<file path="src/rtl/virtio_available_ring_fetcher.sv">
// virtio_available_ring_fetcher
//   Request generator in front of the available-ring reader. A doorbell makes
//   it poll the avail ring idx field; the number of new entries since
//   last_avail_idx is then fetched as READ_IDS requests that never cross the
//   ring end and never exceed MAX_BURST IDs. After the last chunk the idx
//   field is polled again to pick up entries posted in the meantime.
//
// Ports
//   aclk, areset      clock, synchronous active-high reset
//   enable            queue enabled; dropping it rewinds the fetcher
//   queue_size        ring entries (power of two), stable while enabled
//   notify            doorbell pulse
//   request_*         request to the ring reader (valid/ready, registered)
//   idx_valid, idx    avail idx value returned by the ring reader
//   last_avail_idx    next avail entry to fetch (free-running 16-bit)
//   busy              fetcher not idle
//   error             sticky: ring reported more new entries than it holds
module virtio_available_ring_fetcher #(
    parameter int unsigned MAX_BURST = 16
) (
    input  logic        aclk,
    input  logic        areset,
    input  logic        enable,
    input  logic [15:0] queue_size,
    input  logic        notify,
    output logic        request_valid,
    input  logic        request_ready,
    output logic [1:0]  request_type,
    output logic [15:0] request_length,
    output logic [15:0] request_offset,
    input  logic        idx_valid,
    input  logic [15:0] idx,
    output logic [15:0] last_avail_idx,
    output logic        busy,
    output logic        error
);

    typedef enum logic [2:0] {
        S_IDLE,
        S_REQ_IDX,
        S_WAIT_IDX,
        S_ISSUE,
        S_ERROR
    } state_t;

    typedef enum logic [1:0] {
        REQ_READ_IDS = 2'd0,
        REQ_READ_IDX = 2'd1
    } request_type_t;

    localparam logic [15:0] BURST_LIMIT = 16'(MAX_BURST);

    state_t        state_q, state_d;
    logic [15:0]   pending_q, pending_d;
    logic [15:0]   last_q, last_d;
    logic          notify_latch_q, notify_latch_d;
    logic          error_q, error_d;
    logic          req_valid_q, req_valid_d;
    request_type_t req_type_q, req_type_d;
    logic [15:0]   req_len_q, req_len_d;
    logic [15:0]   req_off_q, req_off_d;

    logic [15:0]   head;
    logic [15:0]   room;
    logic [15:0]   chunk_len;
    logic [15:0]   diff;
    logic [15:0]   pending_after;

    // Chunk size: bounded by what is left, the burst limit and the distance
    // to the ring end (so a wrapping fetch is always split in two).
    always_comb begin
        head = last_q & (queue_size - 16'd1);
        room = queue_size - head;
        chunk_len = pending_q;
        if (chunk_len > BURST_LIMIT) begin
            chunk_len = BURST_LIMIT;
        end
        if (chunk_len > room) begin
            chunk_len = room;
        end
        diff          = idx - last_q;
        pending_after = pending_q - req_len_q;
    end

    always_comb begin
        state_d        = state_q;
        pending_d      = pending_q;
        last_d         = last_q;
        notify_latch_d = notify_latch_q;
        error_d        = error_q;
        req_valid_d    = req_valid_q;
        req_type_d     = req_type_q;
        req_len_d      = req_len_q;
        req_off_d      = req_off_q;

        if (notify && enable) begin
            notify_latch_d = 1'b1;
        end

        if (!enable) begin
            // A request already offered stays on the bus until accepted;
            // only then does the queue rewind.
            if (!(req_valid_q && !request_ready)) begin
                state_d        = S_IDLE;
                req_valid_d    = 1'b0;
                pending_d      = '0;
                last_d         = '0;
                error_d        = 1'b0;
                notify_latch_d = 1'b0;
            end
        end else begin
            case (state_q)
                S_IDLE: begin
                    if (notify_latch_q || notify) begin
                        state_d        = S_REQ_IDX;
                        notify_latch_d = 1'b0;
                    end
                end
                S_REQ_IDX: begin
                    if (!req_valid_q) begin
                        req_valid_d = 1'b1;
                        req_type_d  = REQ_READ_IDX;
                        req_len_d   = 16'd1;
                        req_off_d   = '0;
                    end else if (request_ready) begin
                        req_valid_d = 1'b0;
                        state_d     = S_WAIT_IDX;
                    end
                end
                S_WAIT_IDX: begin
                    if (idx_valid) begin
                        if (diff == '0) begin
                            state_d = S_IDLE;
                        end else if (diff > queue_size) begin
                            state_d = S_ERROR;
                            error_d = 1'b1;
                        end else begin
                            pending_d = diff;
                            state_d   = S_ISSUE;
                        end
                    end
                end
                S_ISSUE: begin
                    if (!req_valid_q) begin
                        req_valid_d = 1'b1;
                        req_type_d  = REQ_READ_IDS;
                        req_len_d   = chunk_len;
                        req_off_d   = head;
                    end else if (request_ready) begin
                        req_valid_d = 1'b0;
                        last_d      = last_q + req_len_q;
                        pending_d   = pending_after;
                        if (pending_after == '0) begin
                            state_d = S_REQ_IDX;
                        end
                    end
                end
                S_ERROR: begin
                    req_valid_d = 1'b0;
                end
                default: begin
                    state_d     = S_IDLE;
                    req_valid_d = 1'b0;
                end
            endcase
        end
    end

    always_ff @(posedge aclk) begin
        if (areset) begin
            state_q        <= S_IDLE;
            pending_q      <= '0;
            last_q         <= '0;
            notify_latch_q <= 1'b0;
            error_q        <= 1'b0;
            req_valid_q    <= 1'b0;
            req_type_q     <= REQ_READ_IDS;
            req_len_q      <= '0;
            req_off_q      <= '0;
        end else begin
            state_q        <= state_d;
            pending_q      <= pending_d;
            last_q         <= last_d;
            notify_latch_q <= notify_latch_d;
            error_q        <= error_d;
            req_valid_q    <= req_valid_d;
            req_type_q     <= req_type_d;
            req_len_q      <= req_len_d;
            req_off_q      <= req_off_d;
        end
    end

    assign request_valid  = req_valid_q;
    assign request_type   = req_type_q;
    assign request_length = req_len_q;
    assign request_offset = req_off_q;
    assign last_avail_idx = last_q;
    assign busy           = (state_q != S_IDLE);
    assign error          = error_q;

endmodule

</file>
<file path="config.mk">
export PLATFORM = sky130hd
export DESIGN_NAME = virtio_available_ring_fetcher
export DESIGN_NICKNAME = d
export VERILOG_FILES = /design/src/rtl/virtio_available_ring_fetcher.sv
export SDC_FILE = /design/constraint.sdc
export NUM_CORES = 1
export LEC_CHECK = 0
export CELL_PAD_IN_SITES_DETAIL_PLACEMENT = 0
export CELL_PAD_IN_SITES_GLOBAL_PLACEMENT = 1
export CORE_UTILIZATION = 38
export DETAILED_ROUTE_END_ITERATION = 8
export GPL_TIMING_DRIVEN = 0
export PLACE_DENSITY = 0.88
export SETUP_SLACK_MARGIN = 0.3
export SYNTH_ARGS = -nofsm -noshare
export SYNTH_HDL_FRONTEND = slang
export SYNTH_SLANG_ARGS = --single-unit
</file>
<file path="constraint.sdc">
create_clock -name aclk -period 5.6 [get_ports aclk]
set_input_delay 1.12 -clock aclk [delete_from_list [all_inputs] [get_ports aclk]]
set_output_delay 1.12 -clock aclk [all_outputs]
set_load 0.02 [all_outputs]
</file>
== After elaboration in Yosys (flattened, before gate mapping) ==
Cells that the tools add are included.
W data, S select, Z words.

* Divide/modulo/power cells: 0
* Eq/ne operators: 26
* Add/subtract/negate cells: 5
* Magnitude comparators: 3
* Bitwise logic cells: 1
* Reductions and logical operators: 17
* Multiply operators: 0
* Multiplexer cells: 50
* Shift operators: 0

{| class="wikitable"
|+ Operators by type and width
! operator !! number
|-
| $mux W16 || 17
|-
| $pmux W16 S2 || 3
|-
| $sub A16 B16 Y16 || 3
|-
| $mux W3 || 11
|-
| $gt A16 B16 Y1 || 2
|-
| $logic_not A16 Y1 || 2
|-
| $ne A3 B3 Y1 const B || 9
|-
| $add A16 B16 Y16 || 1
|-
| $and A16 B16 Y16 || 1
|-
| $gt A16 B5 Y1 const B || 1
|-
| $sub A16 B1 Y16 const B || 1
|-
| $pmux W3 S5 || 1
|-
| $mux W1 || 14
|-
| $ne A2 B1 Y1 const B || 6
|-
| $ne A2 B2 Y1 const B || 6
|-
| $reduce_and A9 Y1 || 1
|-
| $reduce_and A4 Y1 || 2
|-
| $reduce_and A7 Y1 || 1
|-
| $eq A3 B2 Y1 const B || 2
|-
| $reduce_and A5 Y1 || 1
|-
| $mux W2 || 2
|-
| $pmux W2 S2 || 1
|-
| $reduce_or A2 Y1 || 2
|-
| $eq A3 B1 Y1 const B || 1
|-
| other kinds (10) || 11
|}

* Bits in writable memories: 0
* Word-level logic and storage cells: 111
* Bits in latches: 0
* Output and inout bits: 53
* Memories kept: 0
* Bits in read-only memories: 0
* Flip-flop bits (word level): 72

== Logic depth before layout (Yosys ltp) ==
Gate-level depths: netlist of run 1.

* Depth after elaboration: 7
* Depth in mapped cells: 29
* Mapped depth without buffers: 25

== Worst setup path before layout of run 1 ==
No wires, ideal clock.

* Path type: input to register
* Start point: input queue_size[1]
* End point: register req_len_q[9], in the netlist request_length[9]
* Path buffers: 4
* Arrival time: 5889 ps
* Required time: 5526 ps
* Stages on the path: 29
* Path slack: -363 ps
* Cell sequence: clkbuf_1 -> inv_1 -> ha_1 -> clkbuf_1 -> xor2_1 -> nand2_1 -> ha_1 -> and2_1 -> a211oi_1 -> o22ai_1 -> o21a_1 -> o311ai_1 -> o31ai_1 -> a211o_1 -> a31oi_1 -> xor2_1 -> ha_1 -> nand3_1 -> nor2_1 -> nand2_1 -> nor2_1 -> o21ai_0 -> o211ai_1 -> and2_1 -> clkbuf_1 -> and2_1 -> clkbuf_1 -> nand2b_1 -> o21ai_0

* Longest elaborated chain between the ends: 7

{| class="wikitable"
|+ RTL lines
! what !! line !! text
|-
| start: declaration || 24 || <nowiki>input logic [15:0] queue_size,</nowiki>
|-
| $sub A16 B1 Y16 || 72 || <nowiki>head = last_q & (queue_size - 16'd1);</nowiki>
|-
| $and A16 B16 Y16 || 72 ||
|-
| $sub A16 B16 Y16 * || 73 || <nowiki>room = queue_size - head;</nowiki>
|-
| $gt A16 B16 Y1 || 78 || <nowiki>if (chunk_len > room) begin</nowiki>
|-
| $mux W16 * || 78 ||
|-
| $mux W16 * || 144 || <nowiki>if (!req_valid_q) begin</nowiki>
|-
| $pmux W16 S2 * || 112 || <nowiki>case (state_q)</nowiki>
|-
| end signal: assignment || 188 || <nowiki>req_len_q <= req_len_d;</nowiki>
|-
| end: declaration || 60 || <nowiki>logic [15:0] req_len_q, req_len_d;</nowiki>
|}

Every way passes the cells marked *; elsewhere a longest branch is shown, timed or not. The select of a mux whose other input is x is not followed.
A chain may end at the register's enable or synchronous reset.

== Worst setup path after layout of run 1 ==
* Start point: input queue_size[1]
* End point: register req_len_q[2], in the netlist request_length[2]

Same word-level chain as after synthesis.

==> impl_metrics.env, run 1 <==
export IMPL_min_delay_start="request_offset[7]"
export IMPL_drt_iter0_drc=570
export IMPL_yosysTopAreaCellShare=0.200
export IMPL_io_pins=91
export IMPL_tightest_slew_ns=0.884
export IMPL_layout_setup_ws_ns=0.188
export IMPL_syn2layout_area_growth_pct=29.9
export IMPL_final_layout_size_suffix_gt1_frac=0.123
export IMPL_syn_area_mm2=0.00711
export IMPL_worstSkewPairLatency_ns=0.35
export IMPL_fill_cells=1728
export IMPL_ant_nets=0
export IMPL_cp_start_kind="primary input"
export IMPL_numCtsBuffers=9
export IMPL_leakage_nw=3.75
export IMPL_final_cell_mix="nor2_1, ha_1, clkdlybuf4s50_1"
export IMPL_grt_usage=0.239
export IMPL_hold_path_end="request_offset[7]"
export IMPL_htreeDepth=3
export IMPL_slowest_delay_ns=0.32
export IMPL_routed_via_density=5.70
export IMPL_ys_seq_elements=71
export IMPL_multi_input_area_mm2=0.00562
export IMPL_clk_path_buf_depth=2
export IMPL_final_util=0.509
export IMPL_cp_max_fo=6
export IMPL_hold_violations=0
export IMPL_synth_top_cell_by_area="dfxtp_1"
export IMPL_routedWlPerCell_um=18.2
export IMPL_slew_headroom=0.410
export IMPL_rsz0062_at_grt="yes"
export IMPL_final_common_cell="nor2_1"
export IMPL_core_mm2=0.0181
export IMPL_status="complete, but fails checks"
export IMPL_rows=49
export IMPL_finalCriticalPeriod_ns=5.41
export IMPL_critical_path_class="in -> reg"
export IMPL_grt_antenna_before_repair=0
export IMPL_grt_pass1_wl_mm=36.0
export IMPL_synth_main_ff_cell="dfxtp_1"
export IMPL_syn_area_per_cell_um2=7.72
export IMPL_ys_seq_area_frac=0.200
export IMPL_synth_cell_types=78
export IMPL_cts_root_buf="clkbuf_16"
export IMPL_dieArea_mm2=0.0193
export IMPL_place_ws_ns=-1.32
export IMPL_start_util=0.392
export IMPL_finalNetCount=1183
export IMPL_cts_sinks=71
export IMPL_grt_start_max_net_pins=12
export IMPL_max_cap_violations=0
export IMPL_ir_drop_uv=128
export IMPL_routabilityCongestion=0.888
export IMPL_reg2reg_setup_slack_ns=0.80
export IMPL_firstDrtPassIters=7
export IMPL_setup_viol=0
export IMPL_violations="DRC"
export IMPL_clk_pin_slew_ns=0.06
export IMPL_fin_worst_skew_ns=0.00746
export IMPL_regArea_mm2=0.00142
export IMPL_end_kind="flop"
export IMPL_overflow=0
export IMPL_hold_buffers=0
export IMPL_antennaDiodeCount=0
export IMPL_die_h_um=139
export IMPL_dp_hpwl_mm=18.4
export IMPL_finalMaxSlewViolations=0
export IMPL_yosysWarnings=0
export IMPL_whs_path_depth=2
export IMPL_r2r_end="pending_q[5]"
export IMPL_die_x_um=139
export IMPL_tritoncts="done"
export IMPL_worstRegToRegCells=22
export IMPL_synth_cells=921
export IMPL_grt_pass1_vias=6828
export IMPL_synth_edf_count=0
export IMPL_max_freq_mhz=185
export IMPL_async_reset_ff_frac=0
export IMPL_hp_class="reg -> reg"
export IMPL_whs_ns=0.485
export IMPL_route_vias_total=7372
export IMPL_power_density_mw_per_mm2=212
export IMPL_cp_data_arrival_time_ns=5.69
export IMPL_rr_startpoint="last_avail_idx[4]"
export IMPL_critical_path_slowest_cell="a211o_1"
export IMPL_drc=3
export IMPL_crit_required_ns=5.88
export IMPL_fin_crit_sh=0.966
export IMPL_synth_area_leaders="dfxtp_1, ha_1, xnor2_1"
export IMPL_drt_total_wl_mm=23.6
export IMPL_portBuffers=84
==> per-layer routing <==
layer  part of all wire  GRT usage  vias up  routed length [um]
li1                   -          -     3631                   -
met5                  0          0        -                   0
met2               0.47      0.398      206               11000
met3              0.053     0.0428       35                1240
met4              0.020     0.0772        0                 465
met1               0.46      0.312     3500               10800
==> per-stage QoR <==
| step | cells | power (mW) | area [um2] | setup TNS [ns] |
|---|---|---|---|---|
| floorplan | 932 | 1.10 | 7290 | 0 |
| finish | 1293 | 1.95 | 9230 | 0 |
| detailed placement | 1245 | 1.29 | 8420 | -27.63 |
| CTS | 1279 | 1.90 | 8990 | 0 |
| global route | 1293 | 2.05 | 9230 | -0.0678 |
| global placement | 1245 | 1.29 | 8420 | -26.60 |
==> cells in the mapped netlist, types with 15 or more instances <==
cell type,n
inv_1,77
dfxtp_1,71
clkbuf_1,32
xnor2_1,40
nand3_1,22
ha_1,82
mux2i_1,18
a21o_1,20
nor2_1,89
o21ai_0,31
nor2b_1,16
nor3_1,19
o21a_1,16
nand2_1,66
a21oi_1,61
xor2_1,21
nand2b_1,16
a32oi_1,15
a22oi_1,29
==> critical path: cells and delay by family <==
family	cells	cell delay (ns)
mux	1	0.22
buf+inv	5	0.55
xor+xnor	2	0.37
fa+ha+maj	3	0.62
compound gates	11	2.02
simple gates	7	0.76
==> cells by family (layout without fill, tap and decap cells) <==
logic type | after synthesis | in the layout | share of synthesized area
muxes | 22 | 22 | 0.0317
and+or+nand+nor | 296 | 296 | 0.208
buffers and inverters | 114 | 246 | 0.0628
AOI/OAI and AO/OA | 271 | 271 | 0.269
xor gates and xnor gates | 61 | 61 | 0.0752
other | 1 | 12 | 0.000527
DFF | 71 | 71 | 0.200
adders and majority gates | 85 | 85 | 0.153
==> worst max-delay path by stage <==
stage	startpoint	end	cells after the start
after detailed placement	queue_size[0]	request_length[1]	28
after CTS	queue_size[1]	request_length[1]	28
final	queue_size[1]	request_length[2]	29
after floorplan	queue_size[1]	request_length[1]	28
after global placement	queue_size[0]	request_length[1]	25
after global routing	queue_size[1]	request_length[2]	29
==> sequential cells by signal, indices dropped and copies added (netlist names) <==
signal and cells:
error 1, request_offset 16, request_valid 1, pending_q 16, last_avail_idx 16, notify_latch_q 1, state_q 3, request_type 1
request_length 16
==> power by group <==
| part | internal [mW] | switching (mW) |
|---|---|---|
| Clock | 0.334 | 0.243 |
| Combinational | 0.361 | 0.463 |
| Sequential | 0.529 | 0.0231 |
==> what timing repair did <==
| action | 4_1_cts | 5_1_grt |
|---|---|---|
| gates resized for setup | 45 | 29 |
| setup buffers | 19 | 13 |
| hold endpoints to repair | 0 | 0 |
| pin swaps | 33 | 28 |
| endpoints found under the setup margin | 36 | 33 |
| cloned | 0 | 1 |
==> final cells by class <==
cell class,instances,share of cell area
multi-input combinational,747,0.608
sequential,71,0.154
inverter,78,0.0328
clock inverter,2,0.00163
clock buffer,13,0.0293
tap,229,0.0310
buffer,36,0.0241
timing repair buffer,117,0.119
(Power assumes the default switching activity.)
==> inputs of run 2 (changes only) <==
==> constraint.sdc (replaced) <==
create_clock -name aclk -period 4.4 [get_ports aclk]
set_input_delay 0.88 -clock aclk [delete_from_list [all_inputs] [get_ports aclk]]
set_output_delay 0.88 -clock aclk [all_outputs]
set_load 0.02 [all_outputs]
==> impl_metrics.env, run 2 (synthesis results as in run 1) <==
export IMPL_numCtsBuffers=9
export IMPL_dpl_cell_area_mm2=0.00850
export IMPL_clk_pin_slew_ns=0.06
export IMPL_end_kind="flop"
export IMPL_cts_root_buf="clkbuf_16"
export IMPL_finalNetCount=1218
export IMPL_routedWlPerCell_um=18.8
export IMPL_slew_headroom=0.364
export IMPL_power_density_mw_per_mm2=265
export IMPL_fin_crit_sh=1.18
export IMPL_grt_pass1_vias=7409
export IMPL_whs_path_depth=2
export IMPL_route_vias_total=7703
export IMPL_layout_setup_ws_ns=-0.781
export IMPL_cts_sinks=71
export IMPL_portBuffers=84
export IMPL_htreeDepth=3
export IMPL_violations="DRC, setup timing"
export IMPL_crit_required_ns=4.61
export IMPL_final_util=0.553
export IMPL_dp_hpwl_mm=18.7
export IMPL_final_cell_mix="nor2_1, inv_1, clkdlybuf4s50_1"
export IMPL_drt_total_wl_mm=24.9
export IMPL_worstSkewPairLatency_ns=0.35
export IMPL_whs_ns=0.486
export IMPL_drt_iter0_drc=569
export IMPL_hold_violations=0
export IMPL_place_ws_ns=-2.29
export IMPL_drc=4
export IMPL_die_h_um=139
export IMPL_overflow=0
export IMPL_core_mm2=0.0181
export IMPL_ant_nets=0
export IMPL_cp_start_kind="primary input"
export IMPL_leakage_nw=4.07
export IMPL_finalCriticalPeriod_ns=5.18
export IMPL_cp_data_arrival_time_ns=5.39
export IMPL_routabilityCongestion=0.890
export IMPL_rsz0062_at_grt="yes"
export IMPL_fin_area_mm2=0.0100
export IMPL_tightest_slew_ns=0.946
export IMPL_worstRegToRegCells=23
export IMPL_hold_buffers=0
export IMPL_total_power_mw=2.66
export IMPL_max_cap_violations=0
export IMPL_cp_max_fo=7
export IMPL_critical_path_class="in -> reg"
export IMPL_antennaDiodeCount=0
export IMPL_die_x_um=139
export IMPL_status="complete, but fails checks"
export IMPL_clk_path_buf_depth=2
export IMPL_grt_pass1_wl_mm=38.5
export IMPL_routed_via_density=5.80
export IMPL_grt_start_max_net_pins=12
export IMPL_grt_antenna_before_repair=0
export IMPL_fin_worst_skew_ns=0.00790
export IMPL_ir_drop_uv=174
export IMPL_setup_viol=16
export IMPL_final_common_cell="nor2_1"
export IMPL_tritoncts="done"
export IMPL_grt_usage=0.253
export IMPL_firstDrtPassIters=7
export IMPL_dieArea_mm2=0.0193
export IMPL_start_util=0.392
export IMPL_max_freq_mhz=193
export IMPL_io_pins=91
export IMPL_syn2layout_area_growth_pct=41.1
export IMPL_rows=49
export IMPL_hp_class="reg -> reg"
export IMPL_final_layout_size_suffix_gt1_frac=0.209
export IMPL_finalMaxSlewViolations=0
## run 2: cell count changes in the layout (fill, tap and decap cells not counted), moves of 6 or more
cell,previous run,this run
a21oi_1,58,51
buf_6,2,10
buf_4,32,57
clkdlybuf4s50_1,80,69
ha_4,2,15
buf_8,2,8
ha_1,80,66
## run 2: report_power, final
| part | switching, mW | internal, mW |
|---|---|---|
| sequential | 0.0315 | 0.672 |
| combinational | 0.653 | 0.548 |
| clock | 0.306 | 0.453 |
## run 2: final timing paths
| check | slack, ns | end | start |
|---|---|---|---|
| worst max-delay path | -0.78 | request_length[1] | queue_size[1] |
| worst min-delay path | 0.49 | request_offset[12] | request_offset[12] |
| worst max register to register | -0.17 | request_length[1] | last_avail_idx[0] |
| worst min register to register | 0.49 | request_offset[12] | request_offset[12] |
## run 2: area by class of cell
cell class                 count  area, um2
sequential                    71       1430
multi-input combinational    747       6000
clock buffer                  12        246
clock inverter                 3       43.8
inverter                      78        328
fill                        1640       8120
tap                          229        287
timing repair buffer         152       1440
buffer                        36        260
## run 2: metrics by stage
step | std cells | TNS, ns
2_1_floorplan | 932 | -11.95
3_3_place_gp | 1245 | -54.33
3_5_place_dp | 1245 | -55.96
4_1_cts | 1316 | -9.84
5_1_grt | 1328 | -15.03
6_report | 1328 | -11.28
## run 2: critical path, cell delays in order
cell	delay, ns
clkbuf_16	0.13
inv_8	0.05
ha_4	0.12
clkbuf_16	0.12
xor2_2	0.14
nand2_1	0.11
ha_4	0.25
a21o_1	0.22
a211oi_2	0.24
o22ai_2	0.11
o21a_1	0.23
o311ai_2	0.26
o31ai_2	0.13
a211o_1	0.28
a31oi_2	0.21
xor2_1	0.24
ha_1	0.21
nand3_2	0.07
nor2_1	0.12
nand2_1	0.11
nor2_2	0.17
o21ai_2	0.08
o211ai_1	0.13
and2_4	0.19
buf_8	0.11
mux2_4	0.30
a22oi_2	0.12
nor2_1	0.06
## run 2: routing by layer
layer	global-route usage	wire [um]
met5	0	0
met4	0.0930	573
met3	0.0338	1590
met2	0.425	11800
met1	0.329	10900
## run 2: what timing repair did
action                                  4_1_cts  5_1_grt
pin swaps                                    76       37
endpoints found under the setup margin       36       36
gates resized for setup                     134       59
cloned                                        2        0
setup buffers                                54       12
